[config.mk]
export PLATFORM = sky130hd
export DESIGN_NAME = rr_arb_requester_flat
export DESIGN_NICKNAME = d
export VERILOG_FILES = /design/src/rtl/rr_arb_requester_if.sv /design/src/rtl/rr_arb_requester.sv /design/src/flat_wrapper.sv
export SDC_FILE = /design/constraint.sdc
export NUM_CORES = 1
export LEC_CHECK = 0
export CAP_MARGIN = 20
export CELL_PAD_IN_SITES_DETAIL_PLACEMENT = 0
export CELL_PAD_IN_SITES_GLOBAL_PLACEMENT = 1
export CORE_MARGIN = 2
export CORE_UTILIZATION = 46
export CTS_CLUSTER_SIZE = 10
export DETAILED_ROUTE_END_ITERATION = 6
export PLACE_DENSITY_LB_ADDON = 0.1
export SYNTH_ARGS = -nofsm -noshare
export SYNTH_HDL_FRONTEND = slang
export SYNTH_SLANG_ARGS = --single-unit
[constraint.sdc]
create_clock -name clk -period 3.2 [get_ports clk]
set_clock_uncertainty 0.2 [all_clocks]
set_input_delay 0.64 -clock clk [delete_from_list [all_inputs] [get_ports clk]]
set_output_delay 0.64 -clock clk [all_outputs]
set_load 0.05 [all_outputs]
[src/rtl/rr_arb_requester_if.sv]
// Command/arbiter/bus bundle for one rr_arb_requester; master = requester, slave = its environment.
interface rr_arb_requester_if #(
  parameter int unsigned DATA_W = 8,
  parameter int unsigned LEN_W  = 4,
  parameter int unsigned DEPTH  = 4
);
  localparam int unsigned CNT_W = $clog2(DEPTH) + 1;

  logic              cmd_valid;
  logic              cmd_ready;
  logic [DATA_W-1:0] cmd_data;
  logic [LEN_W-1:0]  cmd_len;
  logic              req;
  logic              gnt;
  logic              bus_valid;
  logic [DATA_W-1:0] bus_data;
  logic              bus_last;
  logic              busy;
  logic [CNT_W-1:0]  fifo_count;

  modport master (
    input  cmd_valid, cmd_data, cmd_len, gnt,
    output cmd_ready, req, bus_valid, bus_data, bus_last, busy, fifo_count
  );

  modport slave (
    output cmd_valid, cmd_data, cmd_len, gnt,
    input  cmd_ready, req, bus_valid, bus_data, bus_last, busy, fifo_count
  );
endinterface

[src/rtl/rr_arb_requester.sv]
// Requester agent for a round-robin req/gnt arbiter: command FIFO plus burst FSM.
// Optional RR_REQ_BACK_TO_BACK_EN: chain queued bursts without dropping req.
module rr_arb_requester #(
  parameter int unsigned DATA_W = 8,
  parameter int unsigned LEN_W  = 4,
  parameter int unsigned DEPTH  = 4
) (
  input  logic                clk,
  input  logic                rst,
  rr_arb_requester_if.master  rq_if
);
  localparam int unsigned PTR_W = $clog2(DEPTH);
  localparam int unsigned CNT_W = PTR_W + 1;

  typedef enum logic [1:0] {IDLE, REQ, GAP} state_e;

  logic [DATA_W-1:0] data_mem [DEPTH];
  logic [LEN_W-1:0]  len_mem  [DEPTH];
  logic [PTR_W-1:0]  wr_ptr_q, rd_ptr_q;
  logic [CNT_W-1:0]  count_q;

  state_e            state_q, state_d;
  logic              req_q, req_d;
  logic [DATA_W-1:0] cur_data_q, cur_data_d;
  logic [LEN_W-1:0]  cur_len_q, cur_len_d;
  logic [LEN_W-1:0]  beat_cnt_q, beat_cnt_d;

  logic full_c, empty_c, push_c, pop_c, beat_c, last_c;

  assign full_c  = (count_q == CNT_W'(DEPTH));
  assign empty_c = (count_q == '0);
  assign push_c  = rq_if.cmd_valid & ~full_c;
  assign beat_c  = req_q & rq_if.gnt;
  assign last_c  = beat_c & (beat_cnt_q == cur_len_q);

  // FIFO storage; pointers wrap naturally since DEPTH is a power of two
  always_ff @(posedge clk) begin
    if (push_c) begin
      data_mem[wr_ptr_q] <= rq_if.cmd_data;
      len_mem[wr_ptr_q]  <= rq_if.cmd_len;
    end
  end

  always_ff @(posedge clk) begin
    if (rst) begin
      wr_ptr_q <= '0;
      rd_ptr_q <= '0;
      count_q  <= '0;
    end else begin
      if (push_c) wr_ptr_q <= wr_ptr_q + PTR_W'(1);
      if (pop_c)  rd_ptr_q <= rd_ptr_q + PTR_W'(1);
      case ({push_c, pop_c})
        2'b10:   count_q <= count_q + CNT_W'(1);
        2'b01:   count_q <= count_q - CNT_W'(1);
        default: count_q <= count_q;
      endcase
    end
  end

  always_ff @(posedge clk) begin
    if (rst) begin
      state_q    <= IDLE;
      req_q      <= 1'b0;
      cur_data_q <= '0;
      cur_len_q  <= '0;
      beat_cnt_q <= '0;
    end else begin
      state_q    <= state_d;
      req_q      <= req_d;
      cur_data_q <= cur_data_d;
      cur_len_q  <= cur_len_d;
      beat_cnt_q <= beat_cnt_d;
    end
  end

  // Burst sequencing; beat_cnt only increments on non-final beats so it never overflows
  always_comb begin
    state_d    = state_q;
    req_d      = req_q;
    cur_data_d = cur_data_q;
    cur_len_d  = cur_len_q;
    beat_cnt_d = beat_cnt_q;
    pop_c      = 1'b0;
    case (state_q)
      IDLE: begin
        if (!empty_c) begin
          pop_c      = 1'b1;
          cur_data_d = data_mem[rd_ptr_q];
          cur_len_d  = len_mem[rd_ptr_q];
          beat_cnt_d = '0;
          req_d      = 1'b1;
          state_d    = REQ;
        end
      end
      REQ: begin
        if (last_c) begin
          beat_cnt_d = '0;
`ifdef RR_REQ_BACK_TO_BACK_EN
          if (!empty_c) begin
            pop_c      = 1'b1;
            cur_data_d = data_mem[rd_ptr_q];
            cur_len_d  = len_mem[rd_ptr_q];
          end else begin
            req_d   = 1'b0;
            state_d = IDLE;
          end
`else
          req_d   = 1'b0;
          state_d = GAP;
`endif
        end else if (beat_c) begin
          beat_cnt_d = beat_cnt_q + LEN_W'(1);
        end
      end
      GAP:     state_d = IDLE;
      default: state_d = IDLE;
    endcase
  end

  assign rq_if.cmd_ready  = ~full_c;
  assign rq_if.req        = req_q;
  assign rq_if.bus_valid  = beat_c;
  assign rq_if.bus_data   = cur_data_q + DATA_W'(beat_cnt_q);
  assign rq_if.bus_last   = last_c;
  assign rq_if.busy       = (state_q != IDLE) | ~empty_c;
  assign rq_if.fifo_count = count_q;
endmodule

[src/flat_wrapper.sv]
// flat-port wrapper written by rule: the top's interface ports become plain ports
module rr_arb_requester_flat 
#(
  parameter int unsigned DATA_W = 8,
  parameter int unsigned LEN_W  = 4,
  parameter int unsigned DEPTH  = 4
)
  (clk, rst, rq_if_cmd_valid, rq_if_cmd_data, rq_if_cmd_len, rq_if_gnt, rq_if_cmd_ready, rq_if_req, rq_if_bus_valid, rq_if_bus_data, rq_if_bus_last, rq_if_busy, rq_if_fifo_count);
  rr_arb_requester_if #(.DATA_W(DATA_W), .LEN_W(LEN_W), .DEPTH(DEPTH)) rq_if_i ();
  input  logic clk;
  input  logic rst;
  input wire logic [$bits(rq_if_i.cmd_valid)-1:0] rq_if_cmd_valid;
  input wire logic [$bits(rq_if_i.cmd_data)-1:0] rq_if_cmd_data;
  input wire logic [$bits(rq_if_i.cmd_len)-1:0] rq_if_cmd_len;
  input wire logic [$bits(rq_if_i.gnt)-1:0] rq_if_gnt;
  output wire logic [$bits(rq_if_i.cmd_ready)-1:0] rq_if_cmd_ready;
  output wire logic [$bits(rq_if_i.req)-1:0] rq_if_req;
  output wire logic [$bits(rq_if_i.bus_valid)-1:0] rq_if_bus_valid;
  output wire logic [$bits(rq_if_i.bus_data)-1:0] rq_if_bus_data;
  output wire logic [$bits(rq_if_i.bus_last)-1:0] rq_if_bus_last;
  output wire logic [$bits(rq_if_i.busy)-1:0] rq_if_busy;
  output wire logic [$bits(rq_if_i.fifo_count)-1:0] rq_if_fifo_count;
  assign rq_if_i.cmd_valid = rq_if_cmd_valid;
  assign rq_if_i.cmd_data = rq_if_cmd_data;
  assign rq_if_i.cmd_len = rq_if_cmd_len;
  assign rq_if_i.gnt = rq_if_gnt;
  assign rq_if_cmd_ready = rq_if_i.cmd_ready;
  assign rq_if_req = rq_if_i.req;
  assign rq_if_bus_valid = rq_if_i.bus_valid;
  assign rq_if_bus_data = rq_if_i.bus_data;
  assign rq_if_bus_last = rq_if_i.bus_last;
  assign rq_if_busy = rq_if_i.busy;
  assign rq_if_fifo_count = rq_if_i.fifo_count;
  rr_arb_requester #(.DATA_W(DATA_W), .LEN_W(LEN_W), .DEPTH(DEPTH)) u_core (.clk(clk), .rst(rst), .rq_if(rq_if_i));
endmodule
==> load_flow_metrics.sql <==
INSERT INTO impl_metrics (metric_group, metric, value, unit) VALUES
('cts', 'cts_num_sinks', '74', ''),
('logic_synthesis', 'ys_async_sr_fraction', '0', '%'),
('cts', 'cts_buffers', '9', ''),
('floorplanning', 'die_w', '86.2', 'microns'),
('timing', 'timing.final.crit_period', '3.07', 'ns'),
('setup_path', 'crit_required', '2.36', 'ns'),
('logic_synthesis', 'netlist_top_cells_area', 'edfxtp_1 (46%), dfxtp_1 (17%), mux4_2 (8.7%)', ''),
('routing', 'vias_per_cell', '5.07', ''),
('layout', 'num-nets-final', '294', ''),
('placed_design', 'post-dp-hpwl', '3570', 'microns'),
('floorplanning', 'core.rowCount', '29', ''),
('grt', 'grt_start_max_net_pins', '17', ''),
('grt', 'first_global_vias', '1742', ''),
('logic_synthesis', 'synth_top_area_share', '46.4', '%'),
('cts', 'clkSlewWorstSetupHoldPaths', '0.08', 'ns'),
('routing', 'vias', '1763', ''),
('setup_path', 'crit_fanout', '6', ''),
('timing', 'relSlewSlack', '54.1', '%'),
('setup_path', 'cp-start-kind', 'flip-flop', ''),
('layout', 'post-route-cell-area', '3750', 'sq um'),
('routing', 'drt_pass1_iterations', '4', ''),
('setup_path', 'timing.critical_path.max_delay_family', 'buffers and inverters', ''),
('floorplanning', 'pin_count', '32', ''),
('logic_synthesis', 'total_number_of_yosys_warnings', '0', ''),
('grt', 'global_route.overflow_total', '0', ''),
('flow_run', 'max-cap-violations', '0', ''),
('floorplanning', 'core-area', '6460', 'sq um'),
('placed_design', 'detailedPlace.worstSlack', '0.261', 'ns'),
('timing', 'timing.setup.tns', '0', 'ns'),
('power', 'cell_internal_pwr', '0.00204', 'W'),
('routing', 'dr_wl_cell', '15.2', 'microns'),
('routing', 'drtIter0Drc', '67', ''),
('logic_synthesis', 'synthesis.area', '3110', 'sq um'),
('routing', 'route.antenna.remaining_nets', '0', ''),
('grt', 'met1_usage', '21.4', '%'),
('routing', 'finalWirelength', '5290', 'microns'),
('power', 'p_seq_share', '39.2', '%'),
('layout', 'antenna_cells', '0', ''),
('outcome', 'status', 'finished clean', ''),
('routing', 'total_drc_errors_in_the_routed_layout', '0', ''),
('grt', 'globalRouteMet2Util', '24.1', '%'),
('timing', 'postLayoutSetupSlackWorst', '0.128', 'ns'),
('logic_synthesis', 'synthesis.area_per_instance', '13.6', 'sq um'),
('timing', 'worstMarginPinSlew', '0.687', 'ns'),
('placed_design', 'place_congestion', '0.725', ''),
('power', 'ir_worst_vdd', '0.382', 'mV'),
('setup_path', 'highest_cell_delay_on_the_worst_timing_path', '0.79', 'ns'),
('power', 'switching_share', '38.5', '%'),
('timing', 'worst_hold_slack', '0.269', 'ns'),
('timing', 'max_freq', '0.326', 'GHz'),
('setup_path', 'worst_endpoint_data_arrival_time', '2.23', 'ns'),
('floorplanning', 'floorplan_die_area', '7430', 'sq um'),
('timing', 'report.final.hold_viol_count', '0', ''),
('layout', 'area.growth.synth_to_final', '20.6', '%'),
('logic_synthesis', 'synth_ff_type', 'edfxtp_1', ''),
('grt', 'global_router_s_overall_resource_usage', '15.6', '%'),
('power', 'power_frac_clock', '20.3', '%'),
('timing', 'final_max_slew_viol_count', '0', ''),
('timing', 'final_min_period_over_clock_period', '96.0', '%'),
('logic_synthesis', 'ys_seq_elements', '74', ''),
('power', 'p_sw', '0.00128', 'W'),
('placed_design', 'buffer_ports.inserted', '31', ''),
('power', 'pwr_density_cell', '887', 'nW/um^2'),
('power', 'combPwrFrac', '40.5', '%'),
('floorplanning', 'initial_utilization', '48.1', '%'),
('logic_synthesis', 'synth.largest_area_cell', 'edfxtp_1', ''),
('placed_design', 'placement.cell_area', '3550', 'sq um'),
('logic_synthesis', 'ys_types', '36', ''),
('cts', 'clk_path_buf_depth', '2', ''),
('logic_synthesis', 'synth_edf_count', '48', ''),
('layout', 'register_area', '1960', 'sq um');
-- cell usage after synthesis, types with 2 or more instances --
master,instances
edfxtp_1,48
nand2_1,32
dfxtp_1,26
a21oi_1,21
mux4_2,12
ha_1,10
nor2_1,8
xor2_1,8
inv_1,7
xnor2_1,7
and3_1,4
buf_2,4
a21o_1,3
and2_1,3
clkbuf_1,3
nand2b_1,3
nor2b_1,3
nor3_1,3
o21ai_0,3
fa_1,2
nand3_1,2
o21ai_1,2
-- logic make-up (layout without fill, tap and decap cells) --
family	after synthesis	count (layout)	synth area share [%]
flops	74	74	63.1
simple gates	65	65	10.0
compound gates	34	34	6.36
buf+inv	16	59	2.22
xor+xnor	15	15	4.23
fa+ha+maj	12	12	5.32
mux	12	12	8.70
-- cell usage in the layout, fill, tap and decap left out, types with 2 or more instances in the layout --
master,n
inv_1,7
clkbuf_8,9
xor2_1,8
mux4_2,12
ha_1,10
inv_6,2
nand2_1,32
buf_4,6
clkinv_4,3
a21o_1,3
o21ai_1,2
xnor2_1,7
dfxtp_1,26
nand2b_1,3
buf_12,5
and3_1,4
a21oi_1,20
o21ai_0,3
nor2b_1,3
fa_1,2
nor3_1,3
clkdlybuf4s50_1,23
and2_1,3
nor2_1,8
edfxtp_1,48
-- final cells by class --
type	count	area share, %
clock inverters	7	1.67
repair buffers	35	10.4
clock buffers	9	3.31
inverters	8	0.801
flip-flops and latches	74	52.4
well taps	77	2.57
multi-input cells	138	28.9
-- routing by layer --
metal / part of all wire (%) / vias up
met4: 1.6 / 0
met5: 0 / -
met3: 2.9 / 7
met2: 46 / 28
li1: - / 909
met1: 50 / 819
-- power groups by stage --
stage | clock [W] | sequential, W | combinational [W]
detailed placement | 0 | 0.00133 | 0.00136
global route | 0.000737 | 0.00132 | 0.00147
CTS | 0.000693 | 0.00130 | 0.00137
floorplan | 0 | 0.00135 | 0.000924
global placement | 0 | 0.00132 | 0.00136
finish | 0.000673 | 0.00130 | 0.00135
-- tightest hold or removal path, delay by kind of cell (launching register included) --
kind             cells  cell delay [ns]
flip-flops           1             0.32
AND/OR/NAND/NOR      1             0.05
AO/OA/AOI/OAI        1             0.05
-- state kept, by name, indices dropped and copies added (netlist names) --
signal / flops
u_core.rq_if.fifo_count: 3
u_core.wr_ptr_q: 2
u_core.beat_cnt_q: 4
u_core.rq_if.req: 1
u_core.cur_len_q: 4
u_core.rd_ptr_q: 2
u_core.data_mem: 32
u_core.cur_data_q: 8
u_core.state_q: 2
u_core.len_mem: 16
-- timing repair --
| item | 4_1_cts | 5_1_grt |
|---|---|---|
| hold buffers | 0 | 0 |
| gates resized for setup | 0 | 2 |
| hold endpoints to repair | 0 | 0 |
| setup buffers | 0 | 0 |
| setup endpoints to repair | 0 | 2 |
-- metrics by stage --
step	total power, W	util (%)	instances
final	0.00332	58.0	348
after global routing	0.00353	58.0	348
after CTS	0.00336	57.9	348
after detailed placement	0.00269	55.0	332
after global placement	0.00268	55.0	332
after floorplan	0.00227	-	228
-- worst paths after layout --
path | start | end | slack (ns) | cells after the start
worst max register to register | u_core.rq_if.fifo_count[0] | u_core.rq_if.fifo_count[2] | 0.75 | 10
worst min-delay path | u_core.cur_data_q[3] | u_core.cur_data_q[3] | 0.27 | 2
worst min register to register | u_core.cur_data_q[3] | u_core.cur_data_q[3] | 0.27 | 2
worst max-delay path | u_core.beat_cnt_q[0] | rq_if_bus_data[1] | 0.13 | 3
No activity file was read; power rests on OpenSTA's default activity.
